`src/rtl/bcd_mmss_timer.sv`:
```
// MM:SS BCD countdown/count-up timer with preset entry, auto-repeat keys,
// start/pause toggle, clear/abort and a one-clock completion pulse.
module bcd_mmss_timer #(
  parameter int unsigned TICK_DIV   = 50000000,
  parameter int unsigned MAX_MIN    = 99,
  parameter int unsigned HOLD_CYC   = 25000000,
  parameter int unsigned REPEAT_CYC = 5000000
) (
  input  logic        clk,
  input  logic        reset,
  input  logic        plus,
  input  logic        minus,
  input  logic        start,
  input  logic        clear,
  input  logic        mode,
  output logic        finish,
  output logic        running,
  output logic [15:0] display
);

  localparam int unsigned PRE_W   = (TICK_DIV > 1) ? $clog2(TICK_DIV) : 1;
  localparam int unsigned REP_MAX = (HOLD_CYC > REPEAT_CYC) ? HOLD_CYC : REPEAT_CYC;
  localparam int unsigned REP_W   = (REP_MAX > 0) ? $clog2(REP_MAX + 1) : 1;
  localparam logic [3:0]  MAX_T   = 4'(MAX_MIN / 10);
  localparam logic [3:0]  MAX_O   = 4'(MAX_MIN % 10);

  typedef enum logic [1:0] {IDLE, RUN, PAUSE, DONE} state_t;

  // +1 s on {mt, mo, st, so}; MAX_MIN:59 wraps to 00:00
  function automatic logic [15:0] inc_time(input logic [15:0] t);
    logic [15:0] r;
    r = t;
    if (t[3:0] != 4'd9) begin
      r[3:0] = t[3:0] + 4'd1;
    end else begin
      r[3:0] = 4'd0;
      if (t[7:4] != 4'd5) begin
        r[7:4] = t[7:4] + 4'd1;
      end else begin
        r[7:4] = 4'd0;
        if (t[15:8] == {MAX_T, MAX_O}) begin
          r[15:8] = 8'h00;
        end else if (t[11:8] != 4'd9) begin
          r[11:8] = t[11:8] + 4'd1;
        end else begin
          r[11:8]  = 4'd0;
          r[15:12] = t[15:12] + 4'd1;
        end
      end
    end
    return r;
  endfunction

  // -1 s on {mt, mo, st, so}; 00:00 wraps to MAX_MIN:59
  function automatic logic [15:0] dec_time(input logic [15:0] t);
    logic [15:0] r;
    r = t;
    if (t[3:0] != 4'd0) begin
      r[3:0] = t[3:0] - 4'd1;
    end else begin
      r[3:0] = 4'd9;
      if (t[7:4] != 4'd0) begin
        r[7:4] = t[7:4] - 4'd1;
      end else begin
        r[7:4] = 4'd5;
        if (t[15:8] == 8'h00) begin
          r[15:8] = {MAX_T, MAX_O};
        end else if (t[11:8] != 4'd0) begin
          r[11:8] = t[11:8] - 4'd1;
        end else begin
          r[11:8]  = 4'd9;
          r[15:12] = t[15:12] - 4'd1;
        end
      end
    end
    return r;
  endfunction

  state_t           state, state_nxt;
  logic [15:0]      preset, preset_nxt;
  logic [15:0]      count, count_nxt;
  logic [PRE_W-1:0] presc, presc_nxt;
  logic [REP_W-1:0] rep_cnt, rep_nxt;
  logic             rep_rpt, rep_rpt_nxt;
  logic             mode_q, mode_nxt;
  logic             finish_nxt;
  logic             plus_q, minus_q, start_q;

  logic             plus_rise, minus_rise, start_rise;
  logic             key_alone, key_rise, tick;
  logic [REP_W-1:0] rep_lim;
  logic [15:0]      stepped, target;

  assign plus_rise  = plus & ~plus_q;
  assign minus_rise = minus & ~minus_q;
  assign start_rise = start & ~start_q;
  assign key_alone  = plus ^ minus;
  assign key_rise   = (plus & ~minus & plus_rise) | (minus & ~plus & minus_rise);
  assign rep_lim    = rep_rpt ? REP_W'(REPEAT_CYC) : REP_W'(HOLD_CYC);
  assign tick       = (presc == PRE_W'(TICK_DIV - 1));
  assign stepped    = mode_q ? inc_time(count) : dec_time(count);
  assign target     = mode_q ? preset : 16'h0000;

  always_ff @(posedge clk or negedge reset) begin
    if (!reset) begin
      state   <= IDLE;
      preset  <= '0;
      count   <= '0;
      presc   <= '0;
      rep_cnt <= '0;
      rep_rpt <= 1'b0;
      mode_q  <= 1'b0;
      plus_q  <= 1'b0;
      minus_q <= 1'b0;
      start_q <= 1'b0;
      finish  <= 1'b0;
      running <= 1'b0;
      display <= '0;
    end else begin
      state   <= state_nxt;
      preset  <= preset_nxt;
      count   <= count_nxt;
      presc   <= presc_nxt;
      rep_cnt <= rep_nxt;
      rep_rpt <= rep_rpt_nxt;
      mode_q  <= mode_nxt;
      plus_q  <= plus;
      minus_q <= minus;
      start_q <= start;
      finish  <= finish_nxt;
      running <= (state_nxt == RUN);
      display <= (state_nxt == IDLE) ? preset_nxt : count_nxt;
    end
  end

  // Next state, preset editing and run-time counting; clear outranks everything
  always_comb begin
    state_nxt   = state;
    preset_nxt  = preset;
    count_nxt   = count;
    presc_nxt   = presc;
    rep_nxt     = '0;
    rep_rpt_nxt = 1'b0;
    mode_nxt    = mode_q;
    finish_nxt  = 1'b0;
    case (state)
      IDLE: begin
        if (clear) begin
          preset_nxt = '0;
        end else if (start_rise && (preset != 16'h0000)) begin
          state_nxt = RUN;
          presc_nxt = '0;
          mode_nxt  = mode;
          count_nxt = mode ? 16'h0000 : preset;
        end else if (key_alone) begin
          if (key_rise || (rep_cnt == rep_lim)) begin
            preset_nxt  = plus ? inc_time(preset) : dec_time(preset);
            rep_nxt     = REP_W'(1);
            rep_rpt_nxt = ~key_rise;
          end else begin
            rep_nxt     = rep_cnt + REP_W'(1);
            rep_rpt_nxt = rep_rpt;
          end
        end
      end
      RUN: begin
        if (clear) begin
          state_nxt = IDLE;
        end else if (tick) begin
          presc_nxt = '0;
          count_nxt = stepped;
          if (stepped == target) begin
            state_nxt  = DONE;
            finish_nxt = 1'b1;
          end else if (start_rise) begin
            state_nxt = PAUSE;
          end
        end else begin
          presc_nxt = presc + PRE_W'(1);
          if (start_rise) state_nxt = PAUSE;
        end
      end
      PAUSE: begin
        if (clear) state_nxt = IDLE;
        else if (start_rise) state_nxt = RUN;
      end
      DONE: begin
        if (clear || start_rise) state_nxt = IDLE;
      end
      default: state_nxt = IDLE;
    endcase
  end

endmodule

```
`config.mk`:
```
export PLATFORM = sky130hd
export DESIGN_NAME = bcd_mmss_timer
export DESIGN_NICKNAME = d
export VERILOG_FILES = /design/src/rtl/bcd_mmss_timer.sv
export SDC_FILE = /design/constraint.sdc
export NUM_CORES = 1
export LEC_CHECK = 0
export CAP_MARGIN = 20
export CORE_MARGIN = 1.5
export CORE_UTILIZATION = 25
export CTS_BUF_LIST = sky130_fd_sc_hd__clkbuf_8
export CTS_CLUSTER_SIZE = 30
export DETAILED_ROUTE_END_ITERATION = 8
export PLACE_DENSITY = 0.41
export SLEW_MARGIN = 10
export SYNTH_ARGS = -nofsm -noshare
export SYNTH_HDL_FRONTEND = slang
export SYNTH_SLANG_ARGS = --single-unit
export TNS_END_PERCENT = 30
```
`constraint.sdc`:
```
create_clock -name clk -period 8.5 [get_ports clk]
set_input_delay 2.55 -clock clk [delete_from_list [all_inputs] [get_ports clk]]
set_output_delay 2.55 -clock clk [all_outputs]
set_load 0.005 [all_outputs]
```
==> results.cfg <==
[routing]
drtIter0Drc = 528
dr_total_vias = 6611
drtPass1Iterations = 5
viasPerCell = 5.18
wl_mm = 23.7
drc = 0
avgRoutedWirePerCell_microns = 18.6
ant_nets = 0

[logic_synthesis]
ys_seq_area_share_pct = 35.4
ys_types = 82
yosys.area_share.xor_xnor_pct = 5.51
syn_area_per_cell_sq_um = 8.53
synthCells = 894
synth-compound-area-share_pct = 19.2
ys_seq_elements = 108
synthAdderAreaFrac_pct = 3.77
synth_area_sq_um = 7630
yosys.area_share.simple_pct = 27.3
synth_top_area_cell = dfrtp_1
yosysWarnings = 0
synth_mux_area_share_pct = 3.94
synth_top_family_by_area = simple AND/OR/NAND/NOR gates
synth-edff-count = 0
synth_area_leaders = dfrtp_1, nor2_1, nand2_1
ys.flop_type = dfrtp_1
syn-num-nets = 924
async_flop_share_pct = 100
yosys.area.top_type_share_pct = 35.4

[cts]
cts_tree = done
clk_pin_slew_worst_paths_ps = 120
clk_latency_ps = 400
holdBufCountCts = 0
cts_sinks = 108
cts_buffer_depth = 2
htreeDepth = 3
cts_resized = 0
cts_inserted_buffers = 9
cts_root_buffer = clkbuf_8
cts_setup_buffers = 0

[worst_setup_path]
r2r_setup_slack_ps = 4690
cp_data_required_time_ps = 8810
setup.worst_path.start_class = input port
crit_path_end_kind = flop
crit_arrival_ps = 5840
cp_max_fo = 30
cpPeakStageDelay_ps = 740
critPathSlowestCell = a211oi_2
cp_cell_sequence = clkdlybuf4s50_1, buf_4, clkinv_1, ha_1, a211oi_2, o21ai_0, a32o_1, mux2_2
worst-setup-path-type = in -> reg

[timing]
rsz0062_at_grt = false
final.period_utilization_pct = 65.1
setup_tns_ps = 0
hold_violations = 0
maxClockFrequency_mhz = 181
slew_headroom_pct = 29.7
min_period_ps = 5530
tightest_slew_ps = 1050
drv_slew = 0
clock-skew-final_ps = 17.4
finalSetupViolations = 0

[placed_design]
io_buffers = 24
place_inst = 1259
hpwl_mm = 16.6
gp_congestion = 0.818

[floorplan]
row_count = 63
dieArea_sq_um = 31600
coreArea_sq_um = 29800
die_w_microns = 178
start_util_pct = 25.6
io_pins = 25
die_height_microns = 178

[global_route]
grt.total_usage_pct = 15.5
antenna_found_initial = 1
grt_pass1_wl_mm = 38.0
grt_pass1_vias = 6380
grt_max_degree = 74
grt-ovfl-total = 0

[layout]
layout_commonest_cell = dfrtp_1
area_delta_synth_final_pct = 9.75
stdcell_count = 1276
most-common-layout-cells = dfrtp_1, nor2_1, nand2_1
drive_above_1_share_pct = 7.91
multi_input_area_sq_um = 4560
register_area_sq_um = 2700
fillers = 3220
nets = 910

[flow_run]
maxCapViolCount = 0

[worst_hold_path]
min_path_type = reg -> reg

[power_and_ir_drop]
peakVddDrop_uv = 75.4
pwr_density_cell_nw_per_um2 = 194
p_leak_nw = 3.29

[outcome]
status = complete, no violations
[power by group]
part           internal, W  leakage (nW)  total [W]  switching, W
Clock             0.000117        0.0893   0.000319      0.000202
Combinational     0.000258          1.72   0.000652      0.000393
Sequential        0.000552          1.48   0.000656      0.000103
[through the flow]
stage                     area (sq um)  hold WS, ps  util (%)  total power [W]  setup WS, ps
after floorplan                   7630          484         -          0.00112          3850
after global placement            8180          526      27.5          0.00132          2690
after detailed placement          8180          529      27.5          0.00131          2540
after CTS                         8370          549      28.1          0.00164          2980
after global routing              8370          583      28.1          0.00174          2800
final                             8370          550      28.1          0.00163          2970
[cell usage after synthesis, types with 6 or more instances]
cell	n
a211oi_1	8
a21o_1	7
a21oi_1	42
a22oi_1	10
a31oi_1	11
and2_1	10
and3_1	15
buf_2	13
clkbuf_1	37
dfrtp_1	108
ha_1	23
inv_1	32
mux2_2	16
mux2i_1	12
nand2_1	80
nand2b_1	8
nand3_1	48
nand3b_1	6
nand4_1	19
nor2_1	100
nor2b_1	9
nor3_1	19
nor3b_1	10
nor4_1	15
o211ai_1	14
o21ai_0	37
o22ai_1	7
o31ai_1	7
or3_1	10
xnor2_1	21
xor2_1	27
[worst max-delay path, delay by kind of cell]
kind	cells	cell delay (ps)
buf+inv	3	1110
fa+ha+maj	1	470
compound gates	3	1450
mux	1	260
[final cells by class]
type | count | share of cell area [%]
diodes | 1 | 0.0299
clock buffers | 10 | 1.64
clock inverters | 6 | 0.553
well taps | 390 | 5.83
multi-input cells | 695 | 54.5
flip-flops and latches | 108 | 32.3
inverters | 33 | 1.48
repair buffers | 33 | 3.65
[sequential cells by signal, indices dropped and copies added (netlist names)]
register	flops
plus_q	1
rep_rpt	1
start_q	1
preset	16
finish	1
state	2
minus_q	1
presc	26
running	1
rep_cnt	25
mode_q	1
count	16
display	16
[cells by family after synthesis]
logic type / after synthesis
AND/OR/NAND/NOR: 390
AO/OA/AOI/OAI: 206
flip-flops: 108
buffers and inverters: 91
XOR/XNOR: 48
multiplexers: 28
adder cells (fa/ha/maj): 23
[per-layer routing]
| layer | vias up | global-route usage, % | part of all wire, % |
|---|---|---|---|
| li1 | 3236 | - | - |
| met4 | 0 | 3.92 | 1.2 |
| met3 | 17 | 2.36 | 3.6 |
| met1 | 3225 | 22.9 | 51 |
| met5 | - | 0 | 0 |
| met2 | 133 | 23.4 | 44 |
[worst paths after layout]
check / depth (start not counted) / from / endpoint
setup reg to reg: 9 / preset[5] / display[0]
max in group asynchronous: 2 / reset / rep_cnt[0]
setup / recovery: 8 / plus / display[0]
hold reg to reg: 1 / rep_cnt[0] / rep_cnt[0]
min in group asynchronous: 1 / reset / count[11]
hold / removal: 1 / rep_cnt[0] / rep_cnt[0]
(Power assumes the default switching activity.)
